File: src/rtl/aibcr3_dcc_dlyctrl64.sv
// Delay-line calibration controller for a 64-stage DCC delay chain.
// A phase detector result (pd_valid/pd_up) nudges the stage count by one.
// Each code change is followed by a settle window, and samples arriving
// during that window are dropped rather than queued. After enough
// consecutive direction reversals, the loop reports lock.
// Handshake: pd_valid is a one-cycle qualifier with no ready/back-pressure.
// A sample is consumed only in SAMPLE or LOCKED, and dropped otherwise.
module aibcr3_dcc_dlyctrl64 #(
  parameter int SETTLE_CYC = 8,
  parameter int LOCK_CNT   = 4,
  parameter int INIT_CODE  = 32
) (
  input  logic        clk,
  input  logic        rstb,
  input  logic        enable,
  input  logic        pd_valid,
  input  logic        pd_up,
  output logic [63:0] bk,
  output logic [6:0]  code,
  output logic        lock,
  output logic        at_min,
  output logic        at_max,
  output logic [1:0]  dbg_state
);

  typedef enum logic [1:0] {
    IDLE   = 2'd0,
    SETTLE = 2'd1,
    SAMPLE = 2'd2,
    LOCKED = 2'd3
  } state_t;

  state_t     state;
  logic [7:0] settle_cnt;
  logic [3:0] rev_cnt;
  logic       prev_dir;
  logic       prev_vld;

  logic       sat;
  logic [6:0] code_step;
  logic [3:0] rev_step;

  localparam logic [6:0] INIT_C   = 7'(INIT_CODE);
  localparam logic [7:0] SETTLE_C = 8'(SETTLE_CYC);
  localparam logic [3:0] LOCK_C   = 4'(LOCK_CNT);

  // Build the thermometer word: stage i is on when i is below the code.
  function automatic logic [63:0] therm(input logic [6:0] c);
    logic [63:0] r;
    for (int i = 0; i < 64; i++) r[i] = (7'(i) < c);
    return r;
  endfunction

  // Work out the candidate step result for the current sample: the saturated
  // flag, the next code, and the next reversal count.
  always_comb begin
    sat       = pd_up ? (code == 7'd64) : (code == 7'd0);
    code_step = code;
    rev_step  = 4'd0;
    if (!sat) begin
      code_step = pd_up ? 7'(code + 7'd1) : 7'(code - 7'd1);
      if (prev_vld && (prev_dir != pd_up))
        rev_step = (rev_cnt == 4'd15) ? 4'd15 : 4'(rev_cnt + 4'd1);
    end
  end

  // Calibration FSM. All outputs are registered here. Reset and a low
  // enable both return the block to its initial code.
  always_ff @(posedge clk) begin
    if (!rstb || !enable) begin
      state      <= IDLE;
      settle_cnt <= 8'd0;
      rev_cnt    <= 4'd0;
      prev_dir   <= 1'b0;
      prev_vld   <= 1'b0;
      code       <= INIT_C;
      bk         <= therm(INIT_C);
      lock       <= 1'b0;
      at_min     <= (INIT_C == 7'd0);
      at_max     <= (INIT_C == 7'd64);
    end else begin
      case (state)
        IDLE: begin
          state      <= SETTLE;
          settle_cnt <= SETTLE_C;
          rev_cnt    <= 4'd0;
          prev_vld   <= 1'b0;
        end
        SETTLE: begin
          // The window closes on the edge where the counter reaches zero.
          if (settle_cnt <= 8'd1) begin
            settle_cnt <= 8'd0;
            state      <= lock ? LOCKED : SAMPLE;
          end else begin
            settle_cnt <= settle_cnt - 8'd1;
          end
        end
        SAMPLE, LOCKED: begin
          if (pd_valid) begin
            code       <= code_step;
            bk         <= therm(code_step);
            at_min     <= (code_step == 7'd0);
            at_max     <= (code_step == 7'd64);
            rev_cnt    <= rev_step;
            settle_cnt <= SETTLE_C;
            state      <= SETTLE;
            if (sat) begin
              lock <= 1'b0;
            end else begin
              prev_dir <= pd_up;
              prev_vld <= 1'b1;
              if (rev_step == LOCK_C) lock <= 1'b1;
            end
          end
        end
        default: state <= IDLE;
      endcase
    end
  end

  assign dbg_state = state;

endmodule

File: config.mk
export PLATFORM = sky130hd
export DESIGN_NAME = aibcr3_dcc_dlyctrl64
export DESIGN_NICKNAME = d
export VERILOG_FILES = /design/src/rtl/aibcr3_dcc_dlyctrl64.sv
export SDC_FILE = /design/constraint.sdc
export NUM_CORES = 1
export LEC_CHECK = 0
export CORE_ASPECT_RATIO = 0.75
export CORE_MARGIN = 4
export CORE_UTILIZATION = 35
export DETAILED_ROUTE_END_ITERATION = 10
export PLACE_DENSITY = 0.57
export SYNTH_ARGS = -nofsm -noshare
export SYNTH_HDL_FRONTEND = slang
export SYNTH_SLANG_ARGS = --single-unit
File: constraint.sdc
create_clock -name clk -period 4.55 [get_ports clk]
set_input_delay 1.365 -clock clk [delete_from_list [all_inputs] [get_ports clk]]
set_output_delay 1.365 -clock clk [all_outputs]
set_load 0.05 [all_outputs]
# --- Word-level counts from Yosys, hierarchy flattened ---
# Index checks and enable logic that the tools add are counted.
word_totals:
  word_cells: 127
  inputBits: 5
  output_inout_bits: 76
  reg_bits: 90
classes:
  add_sub_neg: 4
  bitwise: 1
  n_lt_le_gt_ge: 65
  eq_ne: 11
  mux: 20
  n_reduce_logical: 16
op_table:
  columns: ["operator", "count"]
  rows:
  - ["6-bit by 7-bit < comparator with 1-bit output, first input constant", 32]
  - ["5-bit by 7-bit < comparator with 1-bit output, first input constant", 16]
  - ["4-bit by 7-bit < comparator with 1-bit output, first input constant", 8]
  - ["3-bit by 7-bit < comparator with 1-bit output, first input constant", 4]
  - ["8-bit one-hot mux with 3 select lines", 1]
  - ["4-bit two-way mux", 4]
  - ["8-bit two-way mux", 2]
  - ["7-bit equality test, second input constant", 2]
  - ["7-bit zero test", 2]
  - ["1-bit by 7-bit < comparator with 1-bit output, first input constant", 2]
  - ["2-bit by 7-bit < comparator with 1-bit output, first input constant", 2]
  - ["7-bit two-way mux", 2]
  - ["3-bit AND reduction", 3]
  - ["8-bit by 1-bit less-or-equal comparator with 1-bit output, second input constant", 1]
  - ["4-bit one-hot mux with 2 select lines", 1]
  - ["8-bit by 1-bit subtractor with 8-bit output, second input constant", 1]
  - ["7-bit by 1-bit adder with 7-bit output, second input constant", 1]
  - ["7-bit by 1-bit subtractor with 7-bit output, second input constant", 1]
  - ["1-bit two-way mux", 6]
  - ["2-bit inequality test, second input constant", 3]
  - ["2-bit one-hot mux with 3 select lines", 1]
  - ["2-bit AND reduction", 3]
  - ["4-bit by 1-bit adder with 4-bit output, second input constant", 1]
  - ["2-bit equality test, second input constant", 2]
  - ["13 further kinds", 16]

# --- Longest topological paths before layout ---
depth:
  word_depth: 7
  ltp_mapped: 11
  ltp_nobuf: 8

# --- Worst setup path after synthesis ---
# No wires, ideal clock.
synth_timing:
  path_type: "input-to-reg"
  start: "input pd_up"
  end: "register bk[23]"
  setup_ns: 0.120
  cell_stages: 10
  path_buffers: 2
  slack_ns: 0.949
  t_arrival_ns: 3.481
  path_cell_list: "buf_2 -> inv_1 -> ha_1 -> nor2_1 -> a211o_1 -> a311o_1 -> and3_4 -> o31a_1 -> buf_6 -> a211o_1"
synth_between:
  elab_chain_cells: 3
synth_lines:
  columns: ["element", "line_no", "text"]
  rows:
  - ["from (decl)", "17", "input logic pd_up,"]
  - ["7-bit two-way mux / 1-bit two-way mux (equally long branches)", "61, 57", null]
  - ["7-bit two-way mux *", "60", "if (!sat) begin"]
  - ["5-bit by 7-bit < comparator with 1-bit output *", "50", "for (int i = 0; i < 64; i++) r[i] = (7'(i) < c);"]
  - ["to (signal assigned)", "77", "bk <= therm(INIT_C);"]
  - ["to (signal assigned)", "101", "bk <= therm(code_step);"]
  - ["to (decl)", "18", "output logic [63:0] bk,"]
# Mark *: on every way between the ends. The rest lies on a longest branch, timed or not.
# A chain may end at the register's enable or synchronous reset.

# --- Final worst setup path ---
layout_timing:
  start: "input pd_up"
  end: "register bk[17]"
# Same word-level chain as after synthesis.

==> key figures <==
Status
  – Outcome: completed

Setup path
  – Reg2reg end: bk[17]
  – CP Launch Type: primary input
  – Critical Path Max Stage Delay: 670 ps
  – Cell family contributing the most delay on the critical path: compound AO/OA/AOI/OAI gates
  – Kind of capture point of the worst setup path: flip-flop
  – Cell with the largest stage delay on the worst path: sky130_fd_sc_hd__clkdlybuf4s50_1
  – Critical Setup Path Class: primary input to flip-flop
  – Worst Path Arrival: 4370 ps
  – Data required, critical path: 4750 ps
  – R2R cell count: 8
  – R2r setup slk: 1350 ps
  – Worst path cell trace: clkdlybuf4s50_1 -> inv_1 -> ha_1 -> nor2_1 -> a211o_1 -> a311o_1 -> and3_4 -> o31ai_4 -> o21ai_0
  – Highest net fanout along the worst path: 20
  – Buf/Inv on CP: 2
  – Launch point of the worst reg-to-reg path: code[0]

STA
  – RSZ-0062 raised after global routing: no
  – Worst slew slack as a fraction of its limit: 0.297
  – Worst Max-Slew Pin Slew: 1050 ps
  – Fin. Hold Viols: 0
  – Final critical-path required period: 4170 ps
  – Final worst path period share: 0.916
  – Fin Setup TNS: 0 ps
  – Max Slew Vio Count: 0
  – Clock skew: 6.38 ps
  – Maximum clock frequency: 240 MHz
  – # setup viols final: 0

Placed design
  – Final HPWL from detailed placement: 8.83 mm
  – Count of input and output buffers: 80
  – RD Place Congestion: 0.870
  – Post-DP Area: 5000 um2

Die
  – Total Die Area: 13500 um2
  – Starting Density: 0.367
  – Vertical extent of the die: 102 um
  – Placeable Area: 11100 um2
  – Die width: 133 um
  – IO Pins: 81
  – Std cell rows: 33

Yosys
  – Number of nets produced by synthesis: 508
  – Sequential area share after synthesis: 0.436
  – Xor and xnor fraction of the mapped netlist area: 0.0230
  – Combined area of all synthesized cells: 4090 um2
  – Gate count after technology mapping: 494
  – Most used DFF post-synth: sky130_fd_sc_hd__dfxtp_1
  – Synth Register Bits: 89
  – Post-synthesis compound-gate area fraction: 0.244
  – Adder-Cell Fraction of Synth Area: 0.0294
  – Simple-gate share of the synthesized area: 0.222
  – Synth unique cells: 51
  – Synth Warn #: 0
  – Number of enable-type register cells in the synthesized netlist: 0
  – Fraction of registers with async set/reset: 0
  – Dominant combinational cell family by area after synthesis: compound AO/OA/AOI/OAI gates
  – Per-instance average area after synthesis: 8.27 um2
  – Fraction of synthesized area in multiplexers: 0

Global route
  – Number of antenna violations at the first check in global routing: 0
  – Total global routing overflow: 0
  – Pin count of the biggest net entering global routing: 48
  – Wire length of the first global-routing pass: 19.8 mm
  – Number of global-route vias before repair: 3718
  – Total routing usage reported by global routing: 0.185

Clock tree
  – Number of sinks driven by the clock tree: 89
  – Cell chosen for the clock root: sky130_fd_sc_hd__clkbuf_16
  – Clock tree from TritonCTS: done
  – Clock slew at reported path FFs: 60 ps
  – Cts repair resizes: 0
  – CTS Buffer Depth: 2
  – Number of buffers inserted during clock tree synthesis: 9
  – Clk Latency, worst-skew pair: 350 ps
  – Setup bufs post-CTS: 0
  – Number of levels the H-tree was split into: 3
  – Hold bufs inserted after CTS: 0

Route
  – Number of DRC violations after detailed routing: 0
  – Initial DRT Pass Iterations: 5
  – Routed vias/inst: 5.54
  – Count of nets left with antenna violations after detail routing: 0
  – Initial detailed-routing violation count: 282
  – Detailed-route via count: 3922
  – Wirelength per Cell: 17.4 um
  – Routed wire length: 12.3 mm

Power
  – Leakage power of the design: 1.90 nW
  – Worst VDD drop: 0.188 mV
  – Cell area power density: 330 nW/um2

Layout
  – Fraction of layout instances using a drive strength above 1: 0.0757
  – Number of nets in the layout: 577
  – Most common cell after layout, fill and taps aside: sky130_fd_sc_hd__dfxtp_1
  – Most frequent cells in the layout: sky130_fd_sc_hd__dfxtp_1, sky130_fd_sc_hd__clkdlybuf4s50_1, sky130_fd_sc_hd__nand2_1
  – Filler Cells Inserted: 1114
  – Final Cell Area: 5320 um2
  – Area Overhead vs Synth: 30.3%
  – Antenna Diode Count: 0

Worst hold path
  – Hold Path Sink: bk[47]
  – Origin of the worst min-delay path: bk[47]
  – Min-Delay Path Class: flip-flop to flip-flop
  – Count of cells along the worst hold path: 2

Job
  – Max-cap violations: 0
where the power goes:
part	internal [W]	switching, W	total, W
logic	0.0000488	0.000114	0.000163
registers	0.000787	0.00000722	0.000794
clock network	0.000481	0.000320	0.000800
total	0.00132	0.000441	0.00176
cell usage after synthesis, types with 3 or more instances:
cell type | n | area share
sky130_fd_sc_hd__dfxtp_1 | 89 | 0.44
sky130_fd_sc_hd__nand2_1 | 71 | 0.065
sky130_fd_sc_hd__a21oi_1 | 64 | 0.078
sky130_fd_sc_hd__nor2_1 | 46 | 0.042
sky130_fd_sc_hd__o21ai_0 | 37 | 0.045
sky130_fd_sc_hd__clkbuf_1 | 23 | 0.021
sky130_fd_sc_hd__nor3_1 | 18 | 0.022
sky130_fd_sc_hd__a31oi_1 | 11 | 0.017
sky130_fd_sc_hd__nand3_1 | 11 | 0.013
sky130_fd_sc_hd__ha_1 | 8 | 0.024
sky130_fd_sc_hd__nand4_1 | 8 | 0.012
sky130_fd_sc_hd__a221o_1 | 7 | 0.017
sky130_fd_sc_hd__a221oi_1 | 7 | 0.015
sky130_fd_sc_hd__nor4_1 | 7 | 0.011
sky130_fd_sc_hd__buf_2 | 6 | 0.0073
sky130_fd_sc_hd__inv_1 | 6 | 0.0055
sky130_fd_sc_hd__nand2b_1 | 5 | 0.0077
sky130_fd_sc_hd__xor2_1 | 5 | 0.011
sky130_fd_sc_hd__a211oi_1 | 4 | 0.0073
sky130_fd_sc_hd__nand3b_1 | 4 | 0.0073
sky130_fd_sc_hd__o211ai_1 | 4 | 0.0073
sky130_fd_sc_hd__a211o_1 | 3 | 0.0064
sky130_fd_sc_hd__a22oi_1 | 3 | 0.0055
sky130_fd_sc_hd__and2_1 | 3 | 0.0046
sky130_fd_sc_hd__buf_1 | 3 | 0.0028
sky130_fd_sc_hd__nor2b_1 | 3 | 0.0046
sky130_fd_sc_hd__nor3b_1 | 3 | 0.0055
sky130_fd_sc_hd__o21ai_1 | 3 | 0.0037
sky130_fd_sc_hd__o31ai_4 | 3 | 0.016
worst register-to-register path, delay by kind of cell (launching register included):
family | cells | cell delay, ps
DFF | 1 | 690
AOI/OAI and AO/OA | 4 | 1340
adders and majority gates | 1 | 440
and+or+nand+nor | 2 | 460
buffers and inverters | 1 | 130
sequential cells by signal, indices dropped and copies added (netlist names):
| register | flops |
|---|---|
| rev_cnt | 4 |
| prev_vld | 1 |
| at_min | 1 |
| bk | 64 |
| lock | 1 |
| at_max | 1 |
| dbg_state | 2 |
| code | 6 |
| settle_cnt | 8 |
| prev_dir | 1 |
metal layers:
layer | up-vias | track usage | share of wire
li1 | 1906 | - | -
met1 | 1873 | 0.275 | 0.52
met2 | 130 | 0.267 | 0.42
met3 | 13 | 0.0407 | 0.056
met4 | 0 | 0.0543 | 0.011
met5 | - | 0 | 0
area by class of cell:
| class | count | area (um2) | share of cell area |
|---|---|---|---|
| Clock buffer | 9 | 225 | 0.0423 |
| Sequential cell | 89 | 1780 | 0.335 |
| Inverter | 6 | 22.5 | 0.00423 |
| Timing Repair Buffer | 94 | 906 | 0.170 |
| Multi-Input combinational cell | 363 | 2120 | 0.398 |
| Tap cell | 140 | 175 | 0.0329 |
| Clock inverter | 7 | 93.8 | 0.0176 |
how the worst max path moves through the flow:
| stage | from | endpoint | slack, ps | cells after the start |
|---|---|---|---|---|
| floorplan | pd_up | bk[23] | 950 | 10 |
| global placement | pd_up | bk[23] | 140 | 9 |
| detailed placement | pd_up | bk[17] | 60 | 9 |
| CTS | pd_up | bk[17] | 400 | 9 |
| global route | pd_up | bk[17] | 170 | 9 |
| finish | pd_up | bk[17] | 380 | 9 |
stage by stage:
stage,utilization,std cells,hold WS (ps),power (W),setup slack [ps]
after floorplan,-,494,448,0.000928,949
after global placement,0.449,692,454,0.000971,139
after detailed placement,0.449,692,450,0.000973,58.5
after CTS,0.478,708,471,0.00177,404
after global routing,0.478,708,484,0.00181,171
final,0.478,708,469,0.00176,382
logic make-up after synthesis:
kind of cell               after synthesis
DFF                                     89
adders and majority gates                9
AOI/OAI and AO/OA                      156
xor gates and xnor gates                 9
and+or+nand+nor                        189
buffers and inverters                   42
(Power assumes the default switching activity.)
